<file path="src/rtl/arb_pkg.sv">
// Shared types and helpers for the stream arbiter/multiplexer.
//   arb_mode_e : arbitration policy selector (fixed priority or round-robin)
//   clog2_min1 : index width for N channels, never below one bit
package arb_pkg;

   typedef enum logic {
      ARB_FIXED = 1'b0,
      ARB_RR    = 1'b1
   } arb_mode_e;

   function automatic int unsigned clog2_min1(input int unsigned n);
      if (n <= 32'd1) return 32'd1;
      return $clog2(n);
   endfunction

endpackage

</file>
<file path="src/rtl/arb_grant.sv">
// Combinational N-way grant generator.
//   req     : per-channel requests
//   ptr     : round-robin search start (ignored in fixed mode)
//   mode    : ARB_FIXED (lowest index wins) or ARB_RR
//   gnt     : one-hot grant, zero when no request
//   gnt_idx : binary index of the granted channel
//   any_gnt : at least one request present
module arb_grant
   import arb_pkg::*;
#(
   parameter int unsigned N    = 4,
   parameter int unsigned SELW = clog2_min1(N)
) (
   input  logic [N-1:0]    req,
   input  logic [SELW-1:0] ptr,
   input  arb_mode_e       mode,
   output logic [N-1:0]    gnt,
   output logic [SELW-1:0] gnt_idx,
   output logic            any_gnt
);

   logic [N-1:0]   masked;
   logic [2*N-1:0] dbl;

   // Upper half: raw requests; lower half: requests at or above ptr.
   // The lowest set bit of {req, masked} is the first requester from ptr, wrapping.
   always_comb begin
      masked  = '0;
      gnt     = '0;
      gnt_idx = '0;
      any_gnt = 1'b0;
      for (int i = 0; i < N; i++) begin
         masked[i] = req[i] & ((mode == ARB_RR) ? (i >= int'(ptr)) : 1'b1);
      end
      dbl = {req, masked};
      for (int i = 0; i < 2*N; i++) begin
         if (!any_gnt && dbl[i]) begin
            any_gnt = 1'b1;
            if (i < N) begin
               gnt[i]  = 1'b1;
               gnt_idx = SELW'(i);
            end else begin
               gnt[i-N] = 1'b1;
               gnt_idx  = SELW'(i - N);
            end
         end
      end
   end

endmodule

</file>
<file path="src/rtl/stream_arb_mux.sv">
// N-input valid/ready multiplexer with arbitration and a registered output stage.
//   clk, rst_n : clock, asynchronous active-low reset
//   in_valid   : per-channel request
//   in_data    : packed payloads, channel i at [i*WIDTH +: WIDTH]
//   in_ready   : per-channel accept (at most one bit set)
//   out_valid  : output register holds a valid entry
//   out_data   : registered payload
//   out_sel    : source channel of out_data
//   out_ready  : consumer accept
module stream_arb_mux
   import arb_pkg::*;
#(
   parameter int unsigned  WIDTH = 32,
   parameter int unsigned  N     = 4,
   parameter arb_mode_e    MODE  = ARB_RR,
   localparam int unsigned SELW  = clog2_min1(N)
) (
   input  logic               clk,
   input  logic               rst_n,
   input  logic [N-1:0]       in_valid,
   input  logic [N*WIDTH-1:0] in_data,
   output logic [N-1:0]       in_ready,
   output logic               out_valid,
   output logic [WIDTH-1:0]   out_data,
   output logic [SELW-1:0]    out_sel,
   input  logic               out_ready
);

   logic [N-1:0]     gnt;
   logic [SELW-1:0]  gnt_idx;
   logic             any_gnt;
   logic [SELW-1:0]  rr_ptr;
   logic [SELW-1:0]  rr_next;
   logic             space_c;
   logic             load_c;
   logic [WIDTH-1:0] sel_data;
   logic [WIDTH-1:0] ch_data [N];

   arb_grant #(.N(N), .SELW(SELW)) u_grant (
      .req     (in_valid),
      .ptr     (rr_ptr),
      .mode    (MODE),
      .gnt     (gnt),
      .gnt_idx (gnt_idx),
      .any_gnt (any_gnt)
   );

   for (genvar i = 0; i < N; i++) begin : g_unpack
      assign ch_data[i] = in_data[i*WIDTH +: WIDTH];
   end

   // Output slot is free when empty or draining this cycle.
   assign space_c  = !out_valid || out_ready;
   assign load_c   = space_c && any_gnt;
   assign in_ready = gnt & {N{space_c && rst_n}};
   assign rr_next  = (32'(gnt_idx) == N - 1) ? '0 : gnt_idx + SELW'(1);

   // Payload of the granted channel.
   always_comb begin
      sel_data = '0;
      for (int i = 0; i < N; i++) begin
         if (gnt[i]) sel_data = ch_data[i];
      end
   end

   // Output register and round-robin pointer.
   always_ff @(posedge clk or negedge rst_n) begin
      if (!rst_n) begin
         out_valid <= 1'b0;
         out_data  <= '0;
         out_sel   <= '0;
         rr_ptr    <= '0;
      end else if (load_c) begin
         out_valid <= 1'b1;
         out_data  <= sel_data;
         out_sel   <= gnt_idx;
         if (MODE == ARB_RR) rr_ptr <= rr_next;
      end else if (out_ready) begin
         out_valid <= 1'b0;
      end
   end

endmodule
</file>
<file path="config.mk">
export PLATFORM = sky130hd
export DESIGN_NAME = stream_arb_mux
export DESIGN_NICKNAME = d
export VERILOG_FILES = /design/src/rtl/arb_pkg.sv /design/src/rtl/arb_grant.sv /design/src/rtl/stream_arb_mux.sv
export SDC_FILE = /design/constraint.sdc
export NUM_CORES = 1
export LEC_CHECK = 0
export BUFFER_PORTS_ARGS = -buffer_cell sky130_fd_sc_hd__buf_2
export CORE_MARGIN = 5
export CORE_UTILIZATION = 46
export CTS_BUF_LIST = sky130_fd_sc_hd__clkbuf_16
export DETAILED_ROUTE_END_ITERATION = 7
export PLACE_DENSITY = 0.94
export SLEW_MARGIN = 20
export SYNTH_ARGS = -nofsm -noshare
export SYNTH_HDL_FRONTEND = slang
export SYNTH_SLANG_ARGS = --single-unit
</file>
<file path="constraint.sdc">
create_clock -name clk -period 3.7 [get_ports clk]
set_input_delay 0.74 -clock clk [delete_from_list [all_inputs] [get_ports clk]]
set_output_delay 0.74 -clock clk [all_outputs]
set_load 0.05 [all_outputs]
</file>
Word level (Yosys, flattened, before mapping)
Cells that the tools add are included.
{"block": "totals", "output_inout_bits": 39, "ff_bits": 37, "wordCells": 61, "inputBits": 135}
{"block": "classes", "n_lt_le_gt_ge": 3, "bitwise": 4, "eq_ne": 1, "n_mux": 29, "addsub": 1, "n_reduce_logical": 19}
{"cell": "2-to-1 mux 32 bit", "n": 4}
{"cell": "2-to-1 mux 1 bit", "n": 18}
{"cell": "2-to-1 mux 2 bit", "n": 7}
{"cell": "logical AND 1 bit", "n": 9}
{"cell": "zero test 1 bit", "n": 8}
{"cell": "AND 4 bit", "n": 1}
{"cell": ">= comparator 1 x 2 -> 1 bit (first input constant)", "n": 2}
{"cell": "AND 1 bit", "n": 3}
{"cell": "adder 2 x 1 -> 2 bit (second input constant)", "n": 1}
{"cell": "equality test 2 bit (second input constant)", "n": 1}
{"cell": ">= comparator 2 bit (first input constant)", "n": 1}
{"cell": "nonzero test 2 bit", "n": 1}
{"cell": "logical OR 1 bit", "n": 1}

Logic depth before layout (Yosys ltp)
Gate-level depths: netlist (run 1).
{"block": "depth", "word_depth": 26, "depth_mapped": 7, "ltp_nobuf": 5}

Hierarchy
Synthesis (run 1) repeated with hierarchy kept, for this count alone.
{"block": "unflattened", "cells_unflattened": 344, "area_unflattened_um2": 2889.0}
{"module": "stream_arb_mux", "area_per_inst_um2": 2697.6, "seq_area_each_um2": 925.9, "n_inst": 1, "cells_each": 312}
{"module": "arb_grant", "area_per_inst_um2": 191.4, "seq_area_each_um2": 0.0, "n_inst": 1, "cells_each": 32}

Worst setup path before layout (run 1)
OpenSTA, ideal clock, no wires.
{"block": "synth_path", "path_kind": "input to output", "from": "input in_valid[0]", "to": "output in_ready[0]", "cell_stages": 5, "t_required_ns": 2.960, "path_buffers": 2, "arrival_ns": 2.241, "setup_slack_ns": 0.719, "cell_sequence": "buf_2 -> nand2b_1 -> o21ai_1 -> buf_2 -> nor2b_1"}
{"block": "synth_between", "elab_chain_len": 15}
{"element": "start, declared", "line": "stream_arb_mux.sv:20", "source": "input logic [N-1:0] in_valid,"}
{"element": "AND 1 bit", "line": "arb_grant.sv:33", "source": "masked[i] = req[i] & ((mode == ARB_RR) ? (i >= int'(ptr)) : 1'b1);"}
{"element": "2-to-1 mux 1 bit", "line": "arb_grant.sv:37", "source": "if (!any_gnt && dbl[i]) begin"}
{"element": "zero test 1 bit", "line": "arb_grant.sv:37"}
{"element": "logical AND 1 bit", "line": "arb_grant.sv:37"}
{"element": "2-to-1 mux 1 bit", "line": "arb_grant.sv:37"}
{"element": "zero test 1 bit", "line": "arb_grant.sv:37"}
{"element": "logical AND 1 bit", "line": "arb_grant.sv:37"}
{"element": "2-to-1 mux 1 bit", "line": "arb_grant.sv:37"}
{"element": "zero test 1 bit", "line": "arb_grant.sv:37"}
{"element": "logical AND 1 bit", "line": "arb_grant.sv:37"}
{"element": "2-to-1 mux 1 bit", "line": "arb_grant.sv:37"}
{"element": "zero test 1 bit", "line": "arb_grant.sv:37"}
{"element": "logical AND 1 bit", "line": "arb_grant.sv:37"}
{"element": "2-to-1 mux 1 bit (*)", "line": "arb_grant.sv:37"}
{"element": "AND 4 bit (*)", "line": "stream_arb_mux.sv:55", "source": "assign in_ready = gnt & {N{space_c && rst_n}};"}
{"element": "end, declared", "line": "stream_arb_mux.sv:22", "source": "output logic [N-1:0] in_ready,"}
Mark *: on every way between the ends. The rest lies on a longest branch, timed or not.

Final worst setup path (run 1)
{"block": "layout_path", "from": "input in_valid[1]", "to": "output in_ready[0]"}
{"block": "layout_between", "elab_chain_len": 13}
{"element": "AND 1 bit (*)", "line": "arb_grant.sv:33"}
{"element": "logical AND 1 bit (*)", "line": "arb_grant.sv:37"}
{"element": "2-to-1 mux 1 bit (*)", "line": "arb_grant.sv:37"}
{"element": "zero test 1 bit", "line": "arb_grant.sv:37"}
{"element": "logical AND 1 bit", "line": "arb_grant.sv:37"}
{"element": "2-to-1 mux 1 bit (*)", "line": "arb_grant.sv:37"}
{"element": "zero test 1 bit", "line": "arb_grant.sv:37"}
{"element": "logical AND 1 bit", "line": "arb_grant.sv:37"}
{"element": "2-to-1 mux 1 bit (*)", "line": "arb_grant.sv:37"}
{"element": "zero test 1 bit (*)", "line": "arb_grant.sv:37"}
{"element": "logical AND 1 bit (*)", "line": "arb_grant.sv:37"}
{"element": "2-to-1 mux 1 bit (*)", "line": "arb_grant.sv:37"}
{"element": "AND 4 bit (*)", "line": "stream_arb_mux.sv:55"}
Marks and branches as above.

==> summary.md, run 1 <==
| Metric | Value |
|---|---|
| Cell family with the largest share of critical-path delay | `buffers and inverters` |
| VDD IR-drop max | `485 µV` |
| Mapped Avg Cell Area | `9.55 µm²` |
| CP cell instances | `buf_2 -> nor2_1 -> a21oi_1 -> o21ai_4 -> nor2b_1 -> buf_2` |
| Clk_lat worst skew | `0.27 ns` |
| Int Power | `1.08 mW` |
| Vias in the first global route | `2985` |
| GRT Total Usage | `23.7%` |
| Initial core utilization | `47.1%` |
| Die Width | `85.1 µm` |
| ANT nets after route | `0` |
| Largest net degree at the start of global routing | `66` |
| Setup violators final | `0` |
| Layout Nets | `562` |
| Flops & latches, synth | `37` |
| Comb power frac | `52.2%` |
| CTS tree | `done` |
| Top cell type by total area after synthesis | `dfrtp_1` |
| Critical path class | `input pin to output port` |
| YS warnings | `0` |
| Status | `complete, no violations` |
| Asr flop ratio synth | `100%` |
| Clock sinks | `37` |
| # resized after CTS | `0` |
| Total wire length | `9070 µm` |
| Final Cycle Share | `69.2%` |
| Top cells by area, synth | `dfrtp_1, a221oi_2, a2bb2oi_1` |
| Ports | `174` |
| Maxcap violations | `0` |
| Critical path data arrival time | `1.82 ns` |
| Leakage power | `1.71 nW` |
| Post-synth top area share | `35.7%` |
| CP Capture Type | `output port` |
| Slew HR | `30.8%` |
| CTS H-tree lvls | `2` |
| First DRT Iteration DRCs | `104` |
| Grt ovf | `0` |
| Num CTS Buffers | `5` |
| Yosys cell types | `28` |
| Crit path required time | `2.96 ns` |
| Initial antenna violation count | `0` |
| Critical path's slowest cell | `buf_2` |
| DRT Pass-1 Iters | `4` |
| Critical Path Fanout Max | `6` |
| Hold Path Class | `register to register` |
| IO buf count | `173` |
| RePlAce Congestion | `0.847` |
| CTS max path bufs | `2` |
| CTS clk-pin slew, worst paths | `0.05 ns` |
| Total die area | `0.00725 mm²` |
| Clk_skew | `0.00498 ns` |
| Fin util | `65.5%` |
| Area growth syn-to-layout | `38.8%` |
| Switching Fraction | `46.5%` |
| DR vias | `2897` |
| First-pass GRT wire length | `14100 µm` |
| Sw power | `0.934 mW` |
| Max Freq | `0.391 GHz` |
| Core Region | `0.00551 mm²` |
| Top_reg_cell synth | `dfrtp_1` |
| Most frequent CP cell | `buf_2` |
| Critical path buffers and inverters | `2` |
| Postcts setup bufs | `0` |
| Synth top cells by count | `dfrtp_1, nand2_1, o21ai_1, a2bb2oi_1, o211ai_1` |
| CP max stage delay | `0.27 ns` |
| Max Slew Vio Count | `0` |
| Tmin final | `2.56 ns` |
| Hold violation total from the final report | `0` |
| Routed len/inst | `18.2 µm` |
| Row count | `27` |
| Detail Placement HPWL | `6610 µm` |
| Hold buffer count at cts | `0` |
| Setup TNS | `0 ns` |
| Vias per cell | `5.81` |
| Pwr dens | `557 mW/mm²` |
| RSZ-0062 raised after global routing | `false` |
| Die Ht | `85.1 µm` |
| Register area share after synthesis | `35.7%` |
| Cell area after synthesis | `0.00260 mm²` |
| FF-to-FF setup slack | `1.54 ns` |
| Synthesized instance count | `272` |
| Syn nets | `407` |
| Clock share of power | `19.1%` |
| Layout cells sized above 1 | `51.5%` |
| Number of synthesized flops with an enable pin | `0` |
| Root Buffer | `clkbuf_16` |
| Worst-margin pin slew | `1.04 ns` |
| Ant. Diodes | `0` |
| Startpoint types | `input pin` |
| Seq pwr share | `28.7%` |
| Remaining DRCs | `0` |
-- layer usage --
layer / vias to the layer above / GRT usage, % / part of all wire, %
met5: - / 0 / 0
met4: 0 / 5.90 / 1.3
met3: 12 / 4.76 / 8.5
li1: 1389 / - / -
met1: 1361 / 27.5 / 37
met2: 135 / 44.1 / 53
-- cell usage in the layout (no fill, tap or decap) --
master | netlist | layout
a221oi_2 | 26 | 26
a21oi_1 | 3 | 3
a21o_1 | 2 | 2
o22ai_1 | 1 | 1
nand3_1 | 2 | 2
and3_1 | 2 | 1
a21oi_4 | 0 | 1
nand2_1 | 37 | 37
buf_2 | 16 | 173
o21a_2 | 1 | 1
or2_1 | 2 | 2
o211ai_1 | 32 | 32
buf_4 | 0 | 7
a2bb2oi_1 | 32 | 32
a2111oi_0 | 1 | 1
o22a_1 | 1 | 1
clkbuf_16 | 0 | 5
nand2b_1 | 2 | 2
o21ai_4 | 0 | 1
a221oi_1 | 6 | 6
nor2b_1 | 3 | 3
o21ai_1 | 36 | 35
o221ai_4 | 0 | 1
nor2_1 | 3 | 3
o21ai_2 | 1 | 1
o21ai_0 | 2 | 2
clkinv_1 | 0 | 1
nor4_2 | 1 | 1
a21oi_2 | 3 | 2
inv_1 | 3 | 4
and3_2 | 0 | 1
dfrtp_1 | 37 | 37
-- worst paths after layout --
path / start / to / cells after the start
setup reg to reg: rr_ptr[1] / out_data[14] / 5
max in group asynchronous: rst_n / out_data[24] / 2
hold / removal: out_sel[1] / out_sel[1] / 1
hold reg to reg: out_sel[1] / out_sel[1] / 1
setup / recovery: in_valid[1] / in_ready[0] / 6
min in group asynchronous: rst_n / out_data[13] / 2
-- area by class of cell --
type	instances	area [µm²]
fill	458	1900
multi-input combinational	200	1530
sequential	37	926
timing repair buffer	180	918
clock buffer	5	125
tap	72	90.1
inverter	3	11.3
clock inverter	2	7.51
-- stage by stage --
| stage | instance area, µm² | hold slack [ns] | setup WS (ns) | std cells | total power, mW |
|---|---|---|---|---|---|
| 2_1_floorplan | 2600 | 0.444 | 0.719 | 272 | 1.34 |
| 3_3_place_gp | 3470 | 0.468 | 1.19 | 492 | 1.60 |
| 3_5_place_dp | 3470 | 0.473 | 1.13 | 492 | 1.63 |
| 4_1_cts | 3600 | 0.485 | 1.14 | 499 | 2.02 |
| 5_1_grt | 3600 | 0.507 | 1.06 | 499 | 2.11 |
| 6_report | 3600 | 0.483 | 1.14 | 499 | 2.01 |
-- power groups by stage --
stage	clock (mW)	sequential, mW	combinational (mW)
after floorplan	0	0.937	0.405
final	0.383	0.577	1.05
after detailed placement	0	0.582	1.05
after global routing	0.409	0.588	1.11
after global placement	0	0.575	1.02
after CTS	0.392	0.576	1.05
-- cell families after synthesis --
group	share of synthesized area (%)
simple gates	8.82
flops	35.7
compound gates	48.5
buf+inv	6.99
-- registers in the layout (all words and copies together) (netlist names) --
| signal | count |
|---|---|
| out_data | 32 |
| out_sel | 2 |
| rr_ptr | 2 |
| out_valid | 1 |
No activity file was read; power rests on OpenSTA's default activity.
==> run 2, diff against run 1 <==
Settings changed: CORE_UTILIZATION 46 to 38, PLACE_DENSITY 0.94 to 0.84.
Clock period 3.7 ns to 2.2 ns, I/O delays scaled along.
==> summary.md, run 2 (synthesized netlist as in run 1, its figures left out) <==
| Metric | Value |
|---|---|
| Layout fillers | `624 (was 458)` |
| Worst R2R Path Depth | `6 (was 5)` |
| Vias per cell | `5.79 (was 5.81)` |
| GRT Total Usage | `21.0% (was 23.7%)` |
| DRT Pass-1 Iters | `4 (unchanged)` |
| FF-to-FF setup slack | `0.39 ns (was 1.54 ns)` |
| Critical path data arrival time | `1.66 ns (was 1.82 ns)` |
| Area growth syn-to-layout | `43.6% (was 38.8%)` |
| Layout Nets | `570 (was 562)` |
| Slew HR | `66.9% (was 30.8%)` |
| Total wire length | `9340 µm (was 9070 µm)` |
| Cell family with the largest share of critical-path delay | `simple AND/OR/NAND/NOR gates (was buffers and inverters)` |
| Die Width | `92.7 µm (was 85.1 µm)` |
| Fin util | `55.5% (was 65.5%)` |
| Final Cycle Share | `95.6%` |
| CTS H-tree lvls | `2 (unchanged)` |
| Routed len/inst | `18.1 µm (was 18.2 µm)` |
| Setup TNS | `0 ns (unchanged)` |
| Critical path buffers and inverters | `1 (was 2)` |
| CP cell instances | `nand2b_1 -> nand2_1 -> and3_2 -> nor2b_2 -> buf_2 (was buf_2 -> nor2_1 -> a21oi_1 -> o21ai_4 -> nor2b_1 -> buf_2)` |
| Commonest non-fill, non-tap cell in the layout | `buf_2 (unchanged)` |
| Total design power | `3.56 mW (was 2.01 mW)` |
| Clk_lat worst skew | `0.27 ns (about the same)` |
| Initial antenna violation count | `0 (unchanged)` |
| Critical path's slowest cell | `dfrtp_2 (was buf_2)` |
| CTS clk-pin slew, worst paths | `0.05 ns (about the same)` |
| ANT nets after route | `0 (unchanged)` |
| Crit path required time | `1.76 ns (was 2.96 ns)` |
| Setup violators final | `0 (unchanged)` |
| Critical path class | `register to output port (was input pin to output port)` |
| Status | `complete, no violations (unchanged)` |
| Max reg flops | `32 (unchanged)` |
| Pwr dens | `954 mW/mm² (was 557 mW/mm²)` |
| Largest net degree at the start of global routing | `38 (was 66)` |
| Final non-filler cell total | `516 (was 499)` |
| Num CTS Buffers | `5 (unchanged)` |
| Total die area | `0.00858 mm² (was 0.00725 mm²)` |
| Placed insts | `508 (was 492)` |
| Initial core utilization | `38.6% (was 47.1%)` |
| Root Buffer | `clkbuf_16 (unchanged)` |
| DR vias | `2986 (was 2897)` |
| Tmin final | `2.10 ns` |
| Core Region | `0.00672 mm² (was 0.00551 mm²)` |
| Die Ht | `92.7 µm (was 85.1 µm)` |
| Hold violation total from the final report | `0 (unchanged)` |
| Worst r2r src | `rr_ptr[0] (was rr_ptr[1])` |
| Vias in the first global route | `3114 (was 2985)` |
| Worst-margin pin slew | `0.496 ns (was 1.04 ns)` |
| CP max stage delay | `0.46 ns (was 0.27 ns)` |
| Ant. Diodes | `0 (unchanged)` |
| Critical Path Fanout Max | `8 (was 6)` |
| Max Slew Vio Count | `0 (unchanged)` |
| CTS tree | `done (unchanged)` |
| RSZ-0062 raised after global routing | `false (unchanged)` |
| Largest register by flop count | `out_data (unchanged)` |
| Grt ovf | `0 (unchanged)` |
| IO buf count | `173 (unchanged)` |
| Top Registers | `out_data (32), out_sel (2), rr_ptr (2) (unchanged)` |
| Hold Path Class | `input pin to async pin (was register to register)` |
| First DRT Iteration DRCs | `116 (was 104)` |
| Row count | `30 (was 27)` |
| Remaining DRCs | `0 (unchanged)` |
| Clk_skew | `0.00244 ns (was 0.00498 ns)` |
| Worst R2R End | `out_data[12] (was out_data[14])` |
| Hold WS | `0.257 ns (was 0.483 ns)` |
| Ports | `174 (unchanged)` |
| CP Capture Type | `output port (unchanged)` |
| Maxcap violations | `0 (unchanged)` |
| Layout cells sized above 1 | `53.7% (was 51.5%)` |
| Most frequent cells in the layout | `buf_2, nand2_1, dfrtp_1, o21ai_1 (unchanged)` |
| RePlAce Congestion | `0.864 (was 0.847)` |
| Leakage power | `1.76 nW (was 1.71 nW)` |
| Detail Placement HPWL | `7050 µm (was 6610 µm)` |
| Max Freq | `0.475 GHz` |
| Clock sinks | `37 (unchanged)` |
| First-pass GRT wire length | `14800 µm (was 14100 µm)` |
| Startpoint types | `register (was input pin)` |
| CTS max path bufs | `2 (unchanged)` |
| VDD IR-drop max | `516 µV (was 485 µV)` |
-- run 2: cell types whose count changed in the layout (fill, tap and decap cells not counted), sizes merged --
cell / before / now
buf: 180 / 188
bufinv: 0 / 1
-- run 2: what timing repair did --
item | in CTS | in global routing
setup endpoints to repair | 0 | 2
resized for setup | 0 | 1
buffers inserted | 0 | 0
hold buffers | 0 | 0
-- run 2: routing by layer --
metal,vias to the layer above,part of all wire [%],global-route usage (%)
met3,18,7.0,4.79
met4,0,1.2,4.03
li1,1405,-,-
met2,125,52,38.9
met1,1438,40,24.8
met5,-,0,0
-- run 2: final cells by class --
type,count,area [µm²],share of cell area [%]
clock buffers,5,125,3.36
clock inverters,3,37.5,1.01
inverters,3,11.3,0.302
multi-input cells,200,1540,41.2
flip-flops and latches,37,927,24.9
well taps,80,100,2.68
repair buffers,188,991,26.6
-- run 2: how the worst max path moves through the flow --
stage,to,start,slack (ns),cells after the start
final,in_ready[1],rr_ptr[1],0.1,5
after global routing,in_ready[1],rr_ptr[0],0.03,5
after CTS,in_ready[3],rr_ptr[1],0.04,5
after detailed placement,in_ready[2],in_valid[0],0.27,6
after global placement,in_ready[2],in_valid[3],0.31,6
after floorplan,in_ready[2],in_valid[0],0.04,6
-- run 2: per-stage QoR --
stage	setup WS (ns)	cell area (µm²)
after global routing	0.0327	3730
after detailed placement	0.272	3560
final	0.0958	3730
after floorplan	0.0442	2610
after CTS	0.0436	3730
after global placement	0.313	3560
-- run 2: power breakdown --
group	leakage, nW	total, mW	switching [mW]	internal (mW)
logic	1.22	1.80	1.23	0.570
registers	0.458	0.968	0.108	0.860
clock network	0.0826	0.784	0.258	0.526
total	1.76	3.56	1.60	1.96
==> run 3, diff against run 2 <==
Settings changed: CORE_UTILIZATION 38 to 46, PLACE_DENSITY 0.84 to 0.94.
Clock period 2.2 ns to 2.7 ns, I/O delays scaled along.
==> summary.md, run 3 (synthesized netlist as in run 1, its figures left out) <==
| Metric | Value |
|---|---|
| Area growth syn-to-layout | `40.7% (was 43.6%)` |
| Initial core utilization | `47.1% (was 38.6%)` |
| Layout fillers | `452 (was 624)` |
| Max Slew Vio Count | `0 (unchanged)` |
| Hold WS | `0.347 ns (was 0.257 ns)` |
| RSZ-0062 raised after global routing | `false (unchanged)` |
| Leakage power | `1.73 nW (was 1.76 nW)` |
| Total wire length | `8620 µm (was 9340 µm)` |
| VDD IR-drop max | `650 µV (was 516 µV)` |
| GRT Total Usage | `23.7% (was 21.0%)` |
| Maxcap violations | `0 (unchanged)` |
| CP Depth | `5 (unchanged)` |
| Final Cycle Share | `82.9%` |
| Clk_skew | `0.00299 ns (was 0.00244 ns)` |
| Max reg flops | `32 (unchanged)` |
| Pwr dens | `753 mW/mm² (was 954 mW/mm²)` |
| IO buf count | `173 (unchanged)` |
| Postcts setup bufs | `0 (unchanged)` |
| RePlAce Congestion | `0.858 (was 0.864)` |
| Largest net degree at the start of global routing | `66 (was 38)` |
| Remaining DRCs | `0 (unchanged)` |
| Detail Placement HPWL | `6580 µm (was 7050 µm)` |
| CP Capture Type | `output port (unchanged)` |
| Root Buffer | `clkbuf_16 (unchanged)` |
| Layout cells sized above 1 | `51.9% (was 53.7%)` |
| Worst R2R End | `out_data[20] (was out_data[12])` |
| DR vias | `2969 (was 2986)` |
| Initial antenna violation count | `0 (unchanged)` |
| Worst r2r src | `rr_ptr[1] (was rr_ptr[0])` |
| Routed len/inst | `17.2 µm (was 18.1 µm)` |
| Largest register by flop count | `out_data (unchanged)` |
| Commonest non-fill, non-tap cell in the layout | `buf_2 (unchanged)` |
| Cell family with the largest share of critical-path delay | `flip-flops (was simple AND/OR/NAND/NOR gates)` |
| Clk_lat worst skew | `0.27 ns (about the same)` |
| Grt ovf | `0 (unchanged)` |
| DRT Pass-1 Iters | `4 (unchanged)` |
| Row count | `27 (was 30)` |
| Vias per cell | `5.91 (was 5.79)` |
| Status | `complete, no violations (unchanged)` |
| CP cell instances | `inv_1 -> a21oi_1 -> o221ai_4 -> nor2_1 -> buf_2 (was nand2b_1 -> nand2_1 -> and3_2 -> nor2b_2 -> buf_2)` |
| Critical path data arrival time | `1.70 ns (was 1.66 ns)` |
| Die Width | `85.1 µm (was 92.7 µm)` |
| Total die area | `0.00725 mm² (was 0.00858 mm²)` |
| Tmin final | `2.24 ns` |
| Worst R2R Path Depth | `6 (unchanged)` |
| Ports | `174 (unchanged)` |
| Num CTS Buffers | `5 (unchanged)` |
| Hold buffer count at cts | `0 (unchanged)` |
| Max Freq | `0.447 GHz` |
| Setup TNS | `0 ns (unchanged)` |
| Slew HR | `39.2% (was 66.9%)` |
| Top Registers | `out_data (32), out_sel (2), rr_ptr (2) (unchanged)` |
| Ant. Diodes | `0 (unchanged)` |
| Clock sinks | `37 (unchanged)` |
| Hold violation total from the final report | `0 (unchanged)` |
| Worst-margin pin slew | `0.910 ns (was 0.496 ns)` |
| Crit path required time | `2.16 ns (was 1.76 ns)` |
| Critical Path Fanout Max | `8 (unchanged)` |
| Critical path's slowest cell | `dfrtp_1 (was dfrtp_2)` |
| First DRT Iteration DRCs | `120 (was 116)` |
| FF-to-FF setup slack | `0.68 ns (was 0.39 ns)` |
| CTS max path bufs | `2 (unchanged)` |
| Setup violators final | `0 (unchanged)` |
| Startpoint types | `register (unchanged)` |
| Layout Nets | `565 (was 570)` |
| Critical path buffers and inverters | `2 (was 1)` |
| # resized after CTS | `0 (unchanged)` |
| CTS clk-pin slew, worst paths | `0.05 ns (about the same)` |
| Vias in the first global route | `3126 (was 3114)` |
| CP max stage delay | `0.49 ns (was 0.46 ns)` |
| Core Region | `0.00551 mm² (was 0.00672 mm²)` |
| Most frequent cells in the layout | `buf_2, nand2_1, dfrtp_1, o21ai_1 (unchanged)` |
| CTS tree | `done (unchanged)` |
| Critical path class | `register to output port (unchanged)` |
| Dpl ws | `0.465 ns (was 0.272 ns)` |
| Hold Path Class | `input pin to async pin (unchanged)` |
| Die Ht | `85.1 µm (was 92.7 µm)` |
| CTS H-tree lvls | `2 (unchanged)` |
| First-pass GRT wire length | `14200 µm (was 14800 µm)` |
| ANT nets after route | `0 (unchanged)` |
| Final critical-path setup slack | `0.462 ns (was 0.0958 ns)` |
==> run 3: worst max-delay path by stage <==
| stage | from | end |
|---|---|---|
| final | rr_ptr[1] | in_ready[3] |
| after global routing | rr_ptr[1] | in_ready[1] |
| after floorplan | in_valid[0] | in_ready[0] |
| after global placement | in_valid[3] | out_sel[0] |
| after CTS | rr_ptr[1] | in_ready[3] |
| after detailed placement | in_valid[3] | out_sel[0] |
==> run 3: routing by layer <==
| layer | vias up | global-route usage [%] | share of wire (%) |
|---|---|---|---|
| met4 | 0 | 7.05 | 1.9 |
| met1 | 1395 | 27.1 | 37 |
| met5 | - | 0 | 0 |
| met2 | 159 | 42.2 | 51 |
| li1 | 1393 | - | - |
| met3 | 22 | 7.38 | 9.8 |
==> run 3: final cells by class <==
class	instances	area, µm²	area share (%)
inverters	3	11.3	0.308
clock buffers	5	125	3.43
clock inverters	2	7.51	0.206
well taps	72	90.1	2.47
multi-input cells	200	1530	41.8
repair buffers	183	966	26.4
flip-flops and latches	37	926	25.4
==> run 3: power by group <==
group          internal [mW]  total, mW  switching, mW
sequential             0.700      0.790         0.0892
clock                  0.329      0.518          0.189
combinational          0.457       1.44          0.987
==> run 3: through the flow <==
stage / std cells / total power [mW] / util (%) / area, µm²
floorplan: 272 / 1.84 / - / 2600
global placement: 495 / 2.21 / 63.9 / 3520
detailed placement: 495 / 2.24 / 63.9 / 3520
CTS: 502 / 2.77 / 66.3 / 3650
global route: 502 / 2.91 / 66.3 / 3650
finish: 502 / 2.75 / 66.3 / 3650
==> run 3: worst register-to-register path, delay by kind of cell (launching register included) <==
family          cells  cell delay [ns]
flops               1             0.47
compound gates      4             0.71
buf+inv             2             0.70
